**src/rtl/cache_p_control.sv**
```systemverilog
// Control FSM for the pipelined 4-way set-associative cache: hit decode, victim writeback, line fill and replay.
// Optional performance counters are enabled with `define CACHE_PERF_EN.
module cache_p_control #(
    parameter int unsigned CNT_W = 32
) (
    input  logic             clk,
    input  logic             rst,
    input  logic             read_i,
    input  logic             write_i,
    input  logic             cache_hit,
    input  logic             dirty,
    input  logic             pmem_resp,
    output logic             load,
    output logic             load_lru,
    output logic             address_sel,
    output logic             access_sel,
    output logic             stall,
    output logic             mem_resp,
    output logic             pmem_read,
    output logic             pmem_write
`ifdef CACHE_PERF_EN
    ,
    output logic [CNT_W-1:0] hit_count,
    output logic [CNT_W-1:0] miss_count,
    output logic [CNT_W-1:0] wb_count
`endif
);

    typedef enum logic [1:0] {
        S_CHECK  = 2'd0,
        S_WB     = 2'd1,
        S_FILL   = 2'd2,
        S_REPLAY = 2'd3
    } state_t;

    state_t state;
    state_t state_nxt;
    logic   req;

    assign req = read_i | write_i;

    always_ff @(posedge clk or negedge rst) begin
        if (!rst) begin
            state <= S_CHECK;
        end else begin
            state <= state_nxt;
        end
    end

    // Next state and select decode; reset forces every output low at once.
    always_comb begin
        state_nxt   = state;
        load        = 1'b0;
        load_lru    = 1'b0;
        address_sel = 1'b0;
        access_sel  = 1'b0;
        stall       = 1'b0;
        mem_resp    = 1'b0;
        pmem_read   = 1'b0;
        pmem_write  = 1'b0;
        case (state)
            S_CHECK: begin
                if (req) begin
                    if (cache_hit) begin
                        mem_resp = 1'b1;
                        load_lru = 1'b1;
                        load     = write_i;
                    end else begin
                        stall     = 1'b1;
                        state_nxt = dirty ? S_WB : S_FILL;
                    end
                end
            end
            S_WB: begin
                address_sel = 1'b1;
                pmem_write  = 1'b1;
                stall       = 1'b1;
                if (pmem_resp) begin
                    state_nxt = S_FILL;
                end
            end
            S_FILL: begin
                access_sel = 1'b1;
                pmem_read  = 1'b1;
                stall      = 1'b1;
                load       = pmem_resp;
                if (pmem_resp) begin
                    state_nxt = S_REPLAY;
                end
            end
            S_REPLAY: begin
                stall     = 1'b1;
                state_nxt = S_CHECK;
            end
            default: begin
                state_nxt = S_CHECK;
            end
        endcase
        if (!rst) begin
            load        = 1'b0;
            load_lru    = 1'b0;
            address_sel = 1'b0;
            access_sel  = 1'b0;
            stall       = 1'b0;
            mem_resp    = 1'b0;
            pmem_read   = 1'b0;
            pmem_write  = 1'b0;
        end
    end

`ifdef CACHE_PERF_EN
    logic replay_flag;
    logic hit_inc;
    logic miss_inc;
    logic wb_inc;

    assign hit_inc  = (state == S_CHECK) && req && cache_hit && !replay_flag;
    assign miss_inc = (state == S_CHECK) && req && !cache_hit;
    assign wb_inc   = (state == S_WB) && pmem_resp;

    // The completion after a replay is the tail of a miss, not a fresh hit.
    always_ff @(posedge clk or negedge rst) begin
        if (!rst) begin
            replay_flag <= 1'b0;
        end else if (state == S_FILL && pmem_resp) begin
            replay_flag <= 1'b1;
        end else if (state == S_CHECK) begin
            replay_flag <= 1'b0;
        end
    end

    always_ff @(posedge clk or negedge rst) begin
        if (!rst) begin
            hit_count  <= '0;
            miss_count <= '0;
            wb_count   <= '0;
        end else begin
            if (hit_inc && (hit_count != '1)) begin
                hit_count <= hit_count + CNT_W'(1);
            end
            if (miss_inc && (miss_count != '1)) begin
                miss_count <= miss_count + CNT_W'(1);
            end
            if (wb_inc && (wb_count != '1)) begin
                wb_count <= wb_count + CNT_W'(1);
            end
        end
    end
`else
    if (CNT_W == 0) begin : g_cnt_w_zero
    end
`endif

endmodule

```
**config.mk**
```make
export PLATFORM = sky130hd
export DESIGN_NAME = cache_p_control
export DESIGN_NICKNAME = d
export VERILOG_FILES = /design/src/rtl/cache_p_control.sv
export SDC_FILE = /design/constraint.sdc
export NUM_CORES = 1
export LEC_CHECK = 0
export CAP_MARGIN = 20
export CORE_AREA = 2 2 39 41
export CTS_CLUSTER_SIZE = 24
export DETAILED_ROUTE_END_ITERATION = 6
export DIE_AREA = 0 0 41 43
export HOLD_SLACK_MARGIN = 0.05
export PLACE_DENSITY = 0.59
export REMOVE_ABC_BUFFERS = 1
export SLEW_MARGIN = 5
export SYNTH_ARGS = -nofsm -noshare
export SYNTH_HDL_FRONTEND = slang
export SYNTH_SLANG_ARGS = --single-unit
```
**constraint.sdc**
```tcl
create_clock -name clk -period 2.7 [get_ports clk]
set_clock_uncertainty 0.2 [all_clocks]
set_input_delay 0.81 -clock clk [delete_from_list [all_inputs] [get_ports clk]]
set_output_delay 0.81 -clock clk [all_outputs]
set_load 0.005 [all_outputs]
```
==> run summary <==
The antenna diode instance count came out at 0. After synthesis, the largest family of logic cells by area is simple AND/OR/NAND/NOR gates. In the synthesized netlist, the number of instances is 32.

The largest net degree at the start of global routing was 6; the largest stage delay on the critical path was 0.22 ns. The clock net in this run drives a total of 2 sinks. The area growth from synthesis to layout is 75.9%. The clock root buffer was sky130_fd_sc_hd__clkbuf_4. Across every metal layer, demand over resource in global routing totals 9.92%. Summing all non-filler instances in the final layout gives an area of 502 um^2. Counting I/O delays and the setup requirement, the final critical path takes 2.61 ns.

The logs give 1760 um^2 for the die area and 297 for the via count of the first global-routing pass. After synthesis, the netlist uses 21 different library cells. Detailed routing inserted a total of 315 vias. Dividing the synthesized area by the synthesized cell count gives 8.91 um^2.

After Yosys synthesis, XOR and XNOR cells account for 0% of the synthesized area. The first global-routing pass estimated 1.17 mm of wire. Before antenna repair, the detailed router went through 3 iterations. Register bit total from synthesis: 2. The floorplan step set the die width to 41 um. The tools report the kind of capture point of the worst setup path as a primary output. The share of the clock period used by the worst path after layout came out at 96.7%. By area the synthesized netlist is led by sky130_fd_sc_hd__dfrtp_1 18%, sky130_fd_sc_hd__ha_1 18%, sky130_fd_sc_hd__buf_4 7.9%.

Top register by number of flip-flops: state. The number of nets with antenna violations after detailed routing is 0. Buffers placed on the I/O ports in this run total 14.

In the synthesized netlist, the cells that appear most often are 4 x sky130_fd_sc_hd__ha_1, 3 x sky130_fd_sc_hd__and2_1, 3 x sky130_fd_sc_hd__buf_4. Setup repair after global routing left no endpoint under its margin. The most common cell in the synthesized netlist is sky130_fd_sc_hd__ha_1. For the H-tree level count, the log shows 1. The class of the tightest hold or removal check is in -> async.

Post-synthesis cell type with the largest combined area: sky130_fd_sc_hd__dfrtp_1. Number of flip-flops in the largest register: 2. Number of DRC violations after detailed routing: 0.

For the worst setup path, the data required time is 1.69 ns. Summing the areas of all fa, ha and maj instances in the mapped netlist gives 17.5% of the synthesized area. Number of hold buffers added after cts: 0. The maximum fanout count along the critical path is 3.

TritonCTS built the clock tree. In this run the cell area measured after placement is 460 um^2. The sort of element at the start of the critical path is a primary input.

For the relative slew slack, the log shows 84.1%. The number of enable-type register cells in the synthesized netlist is 0, and the pre-CTS worst setup slack is -0.498 ns. After clock tree synthesis, the clock-pin slew on the worst setup and hold paths is 0.03 ns.

In this run the static leakage power is 0.234 nW. The layout cell share with drive strength beyond 1 was 30.8%; the initial core utilization was 20.6%. The share of synthesized cell area in and, or, nand and nor gates came out at 28.5%. After detailed routing, the average wire length per cell comes to 10.0 um. Number of placed I/O pins: 15.

After synthesis, the share of flip-flops with an asynchronous set or reset is 100%. After floorplanning, the core was sized to cover 1380 um^2. The tools report the final-report hold violation count as 0.

The run gives 2 as the number of buffers on the longest clock path. Summed over all nets, the half-perimeter wirelength after detailed placement is 554 um. The cell area power density is 764 nW/um^2, and the multiplexer fraction of the synthesized cell area is 0%. The minimum setup slack in the final design came out at 0.0880 ns. The run gives 0.380 ns as the final hold slack. The tool flagged a number of max-cap violations equal to 0.

The most used flip-flop cell after synthesis is sky130_fd_sc_hd__dfrtp_1. For the total of endpoints with negative setup slack in the final report, the log shows 0. Data on the critical path arrives at its endpoint at 1.60 ns. The flow ran to the end, and the final reports show no timing, DRC or antenna violations.

At the end of routability-driven placement, the weighted congestion stood at 0.767. The largest registers in the layout are state (2). After filler insertion, the fill cell instance count of the layout stands at 148. The setup path with the least slack is of type in -> out. The violation count after the first detailed-route iteration is 1. The peak ir drop on the vdd network came out at 0.000219 V. Among all stages on the critical path, the largest delay is contributed by sky130_fd_sc_hd__clkdlybuf4s15_1. The top cell type's share of synthesized area works out to 17.5%. For the worst-skew pair, the clock arrives at the later sink with an insertion delay of 0.22 ns.

After detailed routing, the number of vias per cell comes to 4.63. Routed wire length: 683 um. After global routing the overflow that remains totals 0.

In the final design database the tool counted 65 nets. The run gives 0 as the number of antenna violations at the first check in global routing. The number of pins exceeding their max-slew limit in the final report came out at 0. For the pin with the worst max-slew slack, the measured transition is 0.235 ns. After synthesis, flip-flops and latches occupy 17.5% of the total area.

The fraction of the mapped netlist area in compound gates is 24.6%. Based on the critical path, the design can be clocked at up to 383 MHz. TritonCTS created 3 clock buffers. In this run the cell area of the synthesized design comes to 285 um^2. The y dimension of the die was 43 um; the buffers plus inverters on the worst setup path was 3. The logs give 0 for the count of yosys warnings during synthesis and 14 for the number of cell rows. Among cell families on the critical path, the largest total delay comes from buffers and inverters. The signal on the critical path passes through clkdlybuf4s15_1, nor2_4, buf_4, nor3b_2, clkdlybuf4s15_2.
==> metrics by stage <==
| stage | setup TNS (ns) | std cells | util (%) | total power (W) |
|---|---|---|---|---|
| 2_1_floorplan | 0 | 29 | - | 0.000221 |
| 3_3_place_gp | -3.48 | 64 | 33.3 | 0.000331 |
| 3_5_place_dp | -3.48 | 64 | 33.3 | 0.000336 |
| 4_1_cts | 0 | 68 | 36.1 | 0.000392 |
| 5_1_grt | 0 | 68 | 36.3 | 0.000432 |
| 6_report | 0 | 68 | 36.3 | 0.000383 |
==> metal layers <==
layer	wire length, um	GRT usage (%)	up-vias
met2	349	14.1	9
met3	30	3.14	0
met1	302	12.5	150
met5	0	0	-
li1	-	-	156
met4	0	6.00	0
==> where the power goes <==
part / switching [W] / internal (W)
Clock: 0.0000161 / 0.0000490
Sequential: 0.00000993 / 0.0000473
Combinational: 0.000127 / 0.000134
Total: 0.000153 / 0.000231
==> what timing repair did <==
action	4_1_cts	5_1_grt
pin swaps	3	1
setup endpoints to repair	8	3
resized for setup	25	2
buffers inserted	1	0
==> cell usage in the layout, fill, tap and decap left out, types with 2 or more instances in the layout <==
cell type / count
sky130_fd_sc_hd__a32oi_1: 2
sky130_fd_sc_hd__and2_1: 3
sky130_fd_sc_hd__buf_4: 5
sky130_fd_sc_hd__clkbuf_4: 3
sky130_fd_sc_hd__clkdlybuf4s15_1: 3
sky130_fd_sc_hd__clkdlybuf4s15_2: 3
sky130_fd_sc_hd__dfrtp_1: 2
sky130_fd_sc_hd__dlygate4sd2_1: 7
sky130_fd_sc_hd__ha_1: 4
sky130_fd_sc_hd__inv_1: 2
sky130_fd_sc_hd__nor2b_1: 2
==> logic make-up after synthesis <==
| kind of cell | after synthesis |
|---|---|
| and+or+nand+nor | 12 |
| DFF | 2 |
| adders and majority gates | 4 |
| AOI/OAI and AO/OA | 8 |
| buffers and inverters | 6 |
==> area by class of cell <==
type	count	area (um^2)	share of cell area [%]
repair buffers	20	184	36.7
multi-input cells	24	214	42.6
inverters	3	11.3	2.24
flip-flops and latches	2	50.0	9.98
well taps	16	20.0	3.99
clock buffers	3	22.5	4.49
==> final timing paths <==
| kind | startpoint | to | slack (ns) | cells after the start |
|---|---|---|---|---|
| worst max-delay path | read_i | mem_resp | 0.09 | 5 |
| worst min-delay path | rst | state[0] | 0.38 | 2 |
| min in group clk | state[0] | state[0] | 0.42 | 2 |
| worst max register to register | state[1] | state[1] | 1.11 | 6 |
| max in group asynchronous | rst | state[1] | 1.83 | 2 |
| worst min register to register | state[0] | state[0] | 0.42 | 2 |
Power figures use the tool's default switching activity.
